==> config.mk <==
export PLATFORM = sky130hd
export DESIGN_NAME = svmrow_acc_multi
export DESIGN_NICKNAME = d
export VERILOG_FILES = /design/src/rtl/svmrow_acc_multi.sv
export SDC_FILE = /design/constraint.sdc
export NUM_CORES = 2
export LEC_CHECK = 0
export ABC_CLOCK_PERIOD_IN_PS = 7000
export CAP_MARGIN = 20
export CORE_ASPECT_RATIO = 0.6
export CORE_MARGIN = 4
export CORE_UTILIZATION = 63
export CTS_CLUSTER_SIZE = 12
export DETAILED_ROUTE_END_ITERATION = 7
export PLACE_DENSITY = 0.83
export SLEW_MARGIN = 40
export SYNTH_ARGS = -nofsm -noshare
export SYNTH_HDL_FRONTEND = slang
export SYNTH_SLANG_ARGS = --single-unit
==> constraint.sdc <==
create_clock -name clk -period 7 [get_ports clk]
set_input_delay 1.4 -clock clk [delete_from_list [all_inputs] [get_ports clk]]
set_output_delay 1.4 -clock clk [all_outputs]
set_load 0.02 [all_outputs]
==> src/rtl/svmrow_acc_multi.sv <==
// Multi-lane linear-SVM row evaluator: NCH windows share one streamed coefficient
// vector; each lane accumulates a saturated dot product, then biases and thresholds it.
module svmrow_acc_multi #(
  parameter int DWIDTH  = 8,
  parameter int CWIDTH  = 9,
  parameter int NCH     = 8,
  parameter int FEATLEN = 2048,
  parameter int AWIDTH  = 24,
  localparam int FCW    = (FEATLEN > 1) ? $clog2(FEATLEN) : 1
) (
  input  logic                     clk,
  input  logic                     reset_n,
  input  logic                     sof,
  input  logic                     dvi_in,
  input  logic [NCH*DWIDTH-1:0]    data,
  input  logic signed [CWIDTH-1:0] svcoeff_in,
  input  logic signed [AWIDTH-1:0] bias,
  input  logic signed [AWIDTH-1:0] threshold,
  output logic [FCW-1:0]           featcount,
  output logic [NCH-1:0]           svmres,
  output logic [NCH*AWIDTH-1:0]    score,
  output logic [NCH-1:0]           ovf,
  output logic                     dvo
);

  localparam int PW = DWIDTH + CWIDTH + 1;
  localparam logic [FCW-1:0] LAST_IDX = FCW'(FEATLEN - 1);
  localparam logic signed [AWIDTH-1:0] ACC_MAX = {1'b0, {(AWIDTH-1){1'b1}}};
  localparam logic signed [AWIDTH-1:0] ACC_MIN = {1'b1, {(AWIDTH-1){1'b0}}};

  // Returns {saturated, clamped_sum}; overflow shows as disagreement of the top two bits.
  function automatic logic [AWIDTH:0] sat_add(input logic signed [AWIDTH-1:0] a,
                                              input logic signed [AWIDTH-1:0] b);
    logic signed [AWIDTH:0] s;
    s = {a[AWIDTH-1], a} + {b[AWIDTH-1], b};
    if (s[AWIDTH] != s[AWIDTH-1])
      sat_add = {1'b1, (s[AWIDTH] ? ACC_MIN : ACC_MAX)};
    else
      sat_add = {1'b0, s[AWIDTH-1:0]};
  endfunction

  logic [FCW-1:0] featcount_q, featcount_d;
  logic [FCW-1:0] beat_idx;
  logic           beat_first, beat_last;

  logic                 s1_valid_q, s1_valid_d;
  logic                 s1_first_q, s1_first_d;
  logic                 s1_last_q, s1_last_d;
  logic signed [PW-1:0] prod_q [NCH];
  logic signed [PW-1:0] prod_d [NCH];

  logic signed [AWIDTH-1:0] acc_q [NCH];
  logic signed [AWIDTH-1:0] acc_d [NCH];
  logic signed [AWIDTH-1:0] prod_ext [NCH];
  logic [AWIDTH:0]          acc_res [NCH];
  logic [NCH-1:0]           acc_ovf_q, acc_ovf_d;
  logic                     s2_last_q, s2_last_d;

  logic [AWIDTH:0]       fin_res [NCH];
  logic [NCH*AWIDTH-1:0] score_q, score_d;
  logic [NCH-1:0]        svmres_q, svmres_d;
  logic [NCH-1:0]        ovf_q, ovf_d;
  logic                  dvo_q, dvo_d;

  // sof forces index 0 so a sof beat can never also be tagged last
  always_comb begin
    beat_idx    = sof ? '0 : featcount_q;
    beat_first  = (beat_idx == '0);
    beat_last   = (beat_idx == LAST_IDX);
    featcount_d = featcount_q;
    if (dvi_in)
      featcount_d = (beat_idx == LAST_IDX) ? '0 : beat_idx + FCW'(1);
    else if (sof)
      featcount_d = '0;
  end

  always_comb begin
    s1_valid_d = dvi_in;
    s1_first_d = s1_first_q;
    s1_last_d  = s1_last_q;
    for (int i = 0; i < NCH; i++)
      prod_d[i] = prod_q[i];
    if (dvi_in) begin
      s1_first_d = beat_first;
      s1_last_d  = beat_last;
      for (int i = 0; i < NCH; i++)
        prod_d[i] = PW'($signed({1'b0, data[i*DWIDTH +: DWIDTH]})) * PW'(svcoeff_in);
    end
  end

  // A first beat loads over whatever is in the accumulator, so abandoned vectors never leak
  always_comb begin
    s2_last_d = s1_valid_q & s1_last_q;
    acc_ovf_d = acc_ovf_q;
    for (int i = 0; i < NCH; i++) begin
      prod_ext[i] = AWIDTH'(prod_q[i]);
      acc_res[i]  = sat_add(s1_first_q ? '0 : acc_q[i], prod_ext[i]);
      acc_d[i]    = acc_q[i];
      if (s1_valid_q) begin
        acc_d[i]     = acc_res[i][AWIDTH-1:0];
        acc_ovf_d[i] = acc_res[i][AWIDTH] | (acc_ovf_q[i] & ~s1_first_q);
      end
    end
  end

  always_comb begin
    score_d  = score_q;
    svmres_d = svmres_q;
    ovf_d    = ovf_q;
    dvo_d    = 1'b0;
    for (int i = 0; i < NCH; i++)
      fin_res[i] = sat_add(acc_q[i], bias);
    if (s2_last_q) begin
      dvo_d = 1'b1;
      for (int i = 0; i < NCH; i++) begin
        score_d[i*AWIDTH +: AWIDTH] = fin_res[i][AWIDTH-1:0];
        svmres_d[i] = $signed(fin_res[i][AWIDTH-1:0]) > threshold;
        ovf_d[i]    = acc_ovf_q[i] | fin_res[i][AWIDTH];
      end
    end
  end

  always_ff @(posedge clk or negedge reset_n) begin
    if (!reset_n) begin
      featcount_q <= '0;
      s1_valid_q  <= 1'b0;
      s1_first_q  <= 1'b0;
      s1_last_q   <= 1'b0;
      s2_last_q   <= 1'b0;
      acc_ovf_q   <= '0;
      score_q     <= '0;
      svmres_q    <= '0;
      ovf_q       <= '0;
      dvo_q       <= 1'b0;
      for (int i = 0; i < NCH; i++) begin
        prod_q[i] <= '0;
        acc_q[i]  <= '0;
      end
    end else begin
      featcount_q <= featcount_d;
      s1_valid_q  <= s1_valid_d;
      s1_first_q  <= s1_first_d;
      s1_last_q   <= s1_last_d;
      s2_last_q   <= s2_last_d;
      acc_ovf_q   <= acc_ovf_d;
      score_q     <= score_d;
      svmres_q    <= svmres_d;
      ovf_q       <= ovf_d;
      dvo_q       <= dvo_d;
      for (int i = 0; i < NCH; i++) begin
        prod_q[i] <= prod_d[i];
        acc_q[i]  <= acc_d[i];
      end
    end
  end

  assign featcount = featcount_q;
  assign svmres    = svmres_q;
  assign score     = score_q;
  assign ovf       = ovf_q;
  assign dvo       = dvo_q;

endmodule

==> metrics.md <==
| Metric | Value |
|---|---|
| Status | completed |
| Total die area | 111,000 µm² |
| Final worst slack | around 550 ps |
| Achievable Freq | 155 MHz |
| Max-cap check violation count | 0 |
| Normalized max-slew margin | 0.361 |
| Initial core utilization | 0.640 |
| Type of the worst min-delay path | flip-flop to flip-flop |
| Syn nets | 9,027 |
| H-tree depth | 2 |
| Fin nets | 9,355 |
| Pre-CTS WS | -59.6 ps |
| First-pass GRT wire length | just over 300,000 µm |
| Yosys warns | 0 |
| Hold wc startpoint | score[163] |
| Peak VDD IR | around 410 µV |
| Avg Cell Area, Syn | 8.81 µm² |
| LEAKAGE | about 36 nW |
| Setup Crit Path Kind | primary input to flip-flop |
| Root buf cell | clkbuf_16 |
| Power per Cell Area | ~470 nW/µm² |
| Vias in the first global route | approximately 57,000 |
| Die span in x | between 400 and 500 µm |
| CTS Buf Count | 60 |
| IO Count | 345 |
| Core Footprint | 104,000 µm² |
| Skew final | ~34 ps |
| Post-Route WL | approximately 190,000 µm |
| Post-synth ARST share | 1.00 |
| CP required | 7560 ps |
| Hold_ws | 486 ps |
| Worst skew pair latency | about 680 ps |
| Max Slew Vio Count | 0 |
| Vias per cell | about 6.1 |
| Longest Clk Path Bufs | 3 |
| Unique masters post-synth | 95 |
| Post-synth EDFFs | 0 |
| Crit Path Max Fanout | 9 |
| Share of cells above drive strength 1 | 0.0768 |
| Vias | about 57,000 |
| Post-synth top flop | dfrtp_1 |
| CTS tree | built |
| Hpwl dp | 152,000 µm |
| Cells after Synth | 7,524 |
| Most common cell after layout, fill and taps aside | ha_1 |
| Util after Layout | 0.716 |
| Worst Setup EP | prod_ext[185] |
| Wire per inst | between 20 and 25 µm |
| Unrepaired setup endpoints after global routing | false |
| Fin crit period | 6450 ps |
| GRT Util Overall | 0.343 |
| IO Port Bufs | around 340 |
| CP Data Arrival Time | 7010 ps |
| Total grt overflow | 0 |
| Critical path origin | data[3] |
| Sequential-to-total area share from yosys stat | 0.214 |
| R2R Path Start | s1_first_q |
| Largest net degree at the start of global routing | about 210 |
| Final Hold Vio Count | 0 |
| Area Overhead vs Synth | 11.9% |
| Die Y | 259 µm |
| Num rows | 91 |
| Worst-margin pin slew | 953 ps |
| CP Launch Type | primary input |
| Reg2Reg Depth | 17 |
| Hold_buf cts | 0 |
| Drt pass-1 iters | 8 |
| Synthesized flop and latch total | about 570 |
| Gpl congestion | between 0.9 and 1 |
| Antenna violation net count after detailed routing | 0 |
| Post-synthesis cell area | around 66,000 µm² |
| Leading cell types in the layout, fill and taps excluded | 1,018 x ha_1, 709 x inv_1, 594 x nand2_1 |
| Remaining DRCs | 0 |
| CTS sink cnt | approximately 570 |
| Crit share post-route | 0.922 |
| Worst flop-to-flop path endpoint | acc_q[46] |
| Post-CTS Setup Bufs | 0 |
| CTS resizes | 0 |
| Fin Setup TNS | 0 ps |
| Clk pin slew, worst setup/hold paths | roughly 70 ps |
| First DRT Iteration DRCs | between 5,000 and 6,000 |
| CP Capture Type | flip-flop |
| Endpoints failing setup | 0 |
| Final Non-Filler Cells | 9,283 |
| Initial antenna violation count | 1 |
| Dpl cells | between 9,000 and 10,000 |
| R2r setup slk | about 940 ps |
## sequential cells by signal, indices dropped and copies added, names as in the netlist
signal	cells
acc_ovf_q	8
s1_first_q	1
s1_valid_q	1
dvo	1
score	192
prod_ext	144
acc_q	192
s2_last_q	1
s1_last_q	1
featcount	11
svmres	8
ovf	8
## cells in the mapped netlist (34+ instances only)
master,count,area [µm²]
nor3_1,79,395
fa_1,360,7210
o21bai_1,69,518
o21a_1,93,698
o2bb2ai_1,62,543
nand4_1,62,388
clkbuf_1,232,871
o211ai_1,52,390
xnor2_1,295,2580
a211oi_1,50,375
xor2_1,131,1150
o22a_1,35,307
a21oi_1,558,2790
buf_1,34,128
nor2_1,511,1920
ha_1,1018,12700
o21ai_0,282,1410
nand2b_1,129,807
a31oi_1,100,626
dfrtp_1,568,14200
nand2_1,594,2230
nand3_1,92,460
a21o_1,268,2010
and2_1,208,1300
nor2b_1,268,1680
inv_1,716,2690
and3_1,37,231
mux2_2,209,2350
## per-stage QoR
step	instance area, µm²	total power [W]
finish	74200	0.0349
global route	74200	0.0379
CTS	74000	0.0345
global placement	72200	0.0301
floorplan	66300	0.0241
detailed placement	72200	0.0310
## worst min path at each step
stage	end	slack [ps]	cells past startpoint
4_1_cts	score[163]	490	1
2_1_floorplan	dvo	350	0
3_3_place_gp	score[148]	470	1
3_5_place_dp	score[163]	470	1
5_1_grt	score[136]	500	1
6_report	score[163]	490	1
## cells by family after synthesis
family	synth area share
simple gates	0.153
compound gates	0.178
fa+ha+maj	0.301
buf+inv	0.0590
flops	0.214
xor+xnor	0.0565
mux	0.0371
## area by class of cell
class,instances,area (µm²)
Fill cell,7866,29400
Inverter,720,2700
Clock inverter,20,250
Timing Repair Buffer,567,5480
Tap cell,1395,1750
Multi-Input combinational cell,5935,48200
Clock buffer,77,1610
Antenna cell,1,2.50
Sequential cell,568,14200
## layer usage
layer  global-route usage  vias up  wire length [µm]
met5                    0        -                 0
met4                0.118        0              7200
met3               0.0612      486             16200
met2                0.575     2244             90200
met1                0.447    27700             78200
li1                     -    26700                 -
## worst max-delay path: stages
cell	delay, ps
clkdlybuf4s50_1	640
nand2_1	120
fa_1	480
fa_1	530
inv_1	50
ha_1	260
inv_1	50
fa_1	470
inv_1	40
ha_1	270
ha_1	230
fa_1	480
a21o_1	180
a21oi_1	210
o21bai_1	80
a21oi_1	230
o21bai_1	90
a21oi_1	220
o21ai_0	200
o41ai_1	360
xnor2_1	140
mux2_2	270
## report_power, final
group          total, W  internal, W  switching (W)
Combinational    0.0262       0.0113         0.0149
Clock           0.00323      0.00176        0.00147
Sequential      0.00546      0.00433        0.00113
Total            0.0349       0.0174         0.0175
No activity file was read; power rests on OpenSTA's default activity.
==> edit: new RTL, config.mk and constraints unchanged <==
The parameter `NCH` goes from 8 to 4.
--- a/src/rtl/svmrow_acc_multi.sv
+++ b/src/rtl/svmrow_acc_multi.sv
@@ -4,5 +4,5 @@
   parameter int DWIDTH  = 8,
   parameter int CWIDTH  = 9,
-  parameter int NCH     = 8,
+  parameter int NCH     = 4,
   parameter int FEATLEN = 2048,
   parameter int AWIDTH  = 24,
Interface: changed (resized data, ovf, score and svmres); port bits go from 345 to 209. No check against the original RTL was run, so the function may have changed too.
==> edit against the unedited design <==
  * Worst setup slack improved by 0.16 ns
  * Clock skew fell by 0.014 ns
  * Combinational power fell by 50%
  * Die area fell by 46%
  * Area after synthesis fell by 47%
  * Final area fell by 48%
  * Power fell by 50%
  * Synthesized cell count fell by 46%
  * Sequential cell count fell by 276
  * Routed wire length fell by 47%
  * Largest cell class unchanged
  * Highest routed layer is now met5
==> edit: results (changes against the unedited design) <==
Drt
  – Iteration count of the initial detailed-routing pass: 5 (-3)
  – Final Routed Wirelength: 101000 microns (-47%)
  – First-iteration detailed-routing DRC count: 3267 (-35%)
  – Detailed-route vias per instance: 6.32 (+2.8%)
  – Number of remaining DRC errors: 0 (unchanged)

Global route
  – Pin count of the biggest net entering global routing: 117 (-43%)
  – Number of global-route vias before repair: 30600 (-47%)
  – Combined global-route utilization of all metal layers: 0.336 (-0.00633)
  – Global-route wire length before repair: 162000 microns (-47%)

Pwr
  – Peak supply drop: 0.442 mV (+7.1%)
  – Internal portion of total power: 8700 uW (-50%)
  – Leakage power summed over all cells: 0.0189 uW (-48%)

Final layout
  – Layout fillers: 4283 (-46%)
  – Proportion of layout cells with a drive suffix above 1: 0.0588 (-0.0181)
  – Summed area of non-filler cells in the final layout: 38800 sq um (-48%)
  – Net total in the final layout: 4970 (-47%)

Setup path
  – Logic depth of the worst register-to-register path: 18 (+1)
  – Capture point of the worst reg-to-reg path: acc_q[38]$_DFFE_PN0P_
  – Largest stage delay, worst path: 0.61 ns (-0.03 ns)
  – Highest-delay cell along the critical path: sky130_fd_sc_hd__clkdlybuf4s50_1
  – Dominant delay contributor by cell family on the critical path: compound AO/OA/AOI/OAI gates
  – Max FO, Critical Path: 14 (+5)
  – Critical register-to-register path startpoint: s1_first_q$_DFFE_PN0P_
  – Register-to-register setup slack: 1.49 ns (+0.55 ns)

Synth
  – Post-synthesis mux area share: 0.0281 (-0.00901)
  – Seq/Total Area, Yosys: 0.210 (-0.00470)
  – Number of distinct library cells after synthesis: 89 (-6.3%)
  – List of most frequent post-synthesis cells: 510 x sky130_fd_sc_hd__ha_1, 375 x sky130_fd_sc_hd__inv_1, 355 x sky130_fd_sc_hd__nand2_1, 292 x sky130_fd_sc_hd__dfrtp_1, 278 x sky130_fd_sc_hd__a21oi_1
  – Synthesized-area fraction occupied by xor and xnor cells: 0.0490 (-0.00751)
  – Top cells by area in the synthesized netlist: sky130_fd_sc_hd__dfrtp_1 21%, sky130_fd_sc_hd__ha_1 18%, sky130_fd_sc_hd__fa_1 10%
  – Net count after synthesis: 4823 (-47%)
  – Adder and majority cell fraction of the synthesized area: 0.289 (-0.0119)
  – Share of the synthesized area in compound gates (AO/OA/AOI/OAI): 0.191 (+0.0128)

Place
  – Port bufs: 208 (-40%)
  – Post-detail-place hpwl: 80200 microns (-47%)
  – Routability cong.: 1.02 (+4.1%)
  – Area after detailed placement: 37800 sq um (-48%)

Clocking
  – Post CTS Setup Buffer Count: 0 (unchanged)
  – Num CTS Buffers: 30 (-50%)
  – Max clock buf depth: 3 (unchanged)
  – Insertion delay to the later sink of the worst-skew pair: 0.61 ns (-0.07 ns)
  – Depth of the CTS H-tree: 1 (-1)

Hold path
  – Worst hold start: s1_last_q$_DFFE_PN0P_
  – Cell count of the worst hold path: 1 (unchanged)
  – Endpoint, Worst Hold: s1_last_q$_DFFE_PN0P_

STA
  – Final Skew: 0.0199 ns (-0.0143 ns)
  – Headroom to the max-slew limit: 0.484 (+0.123)

Outcome
  – Status: completed
==> edit: changes by cell type after synthesis, sizes merged, moves of 88 or more <==
| cell | change |
|---|---|
| a21o | -131 |
| a21oi | -298 |
| and2 | -109 |
| clkbuf | -88 |
| dfrtp | -276 |
| fa | -180 |
| ha | -508 |
| inv | -341 |
| mux2 | -130 |
| nand2 | -240 |
| nor2 | -245 |
| nor2b | -133 |
| o21ai | -167 |
| xnor2 | -175 |
==> edit: area by class of cell <==
cell class                      count  area share
Sequential cell                   292       0.188
Multi-Input combinational cell   3203       0.657
Inverter                          375      0.0363
Clock buffer                       45      0.0232
Clock inverter                      2     0.00100
Tap cell                          714      0.0230
Timing Repair Buffer              285      0.0709
Antenna cell                        5    0.000322
==> edit: kinds of logic after synthesis <==
| kind of cell | count (synthesis) |
|---|---|
| xor+xnor | 195 |
| flops | 292 |
| fa+ha+maj | 700 |
| simple gates | 1226 |
| buf+inv | 545 |
| mux | 87 |
| compound gates | 995 |
==> edit: per-layer routing <==
metal / vias up / global-route usage / wire length (microns)
li1: 14500 / - / -
met1: 15000 / 0.469 / 43000
met2: 1373 / 0.510 / 42900
met4: 2 / 0.0687 / 2060
met3: 182 / 0.117 / 12800
met5: - / 0 / 87
==> edit: worst max-delay path by stage <==
stage                                     to          start  cells past startpoint  slack, ns
floorplan           prod_ext[63]$_DFFE_PN0P_  svcoeff_in[0]                     20       1.01
global placement    prod_ext[15]$_DFFE_PN0P_  svcoeff_in[0]                     21       0.35
detailed placement  prod_ext[63]$_DFFE_PN0P_  svcoeff_in[0]                     21       0.26
CTS                    svmres[0]$_DFFE_PN0P_        bias[1]                     19       0.86
global route           svmres[1]$_DFFE_PN0P_        bias[0]                     20       0.45
finish                 svmres[1]$_DFFE_PN0P_        bias[0]                     22       0.70
==> edit: power groups by stage <==
| stage | Combinational (uW) | Sequential, uW | Clock, uW |
|---|---|---|---|
| after floorplan | 10000 | 2470 | 0 |
| after global placement | 12500 | 2730 | 0 |
| after detailed placement | 12800 | 2710 | 0 |
| after CTS | 12900 | 2690 | 1650 |
| after global routing | 14700 | 2730 | 1710 |
| final | 13200 | 2700 | 1640 |
==> edit: metrics by stage <==
step	hold slack (ns)	setup WS, ns	instances
floorplan	0.416	1.01	4040
global placement	0.469	0.348	4867
detailed placement	0.469	0.259	4868
CTS	0.484	0.862	4915
global route	0.497	0.450	4916
finish	0.482	0.705	4921
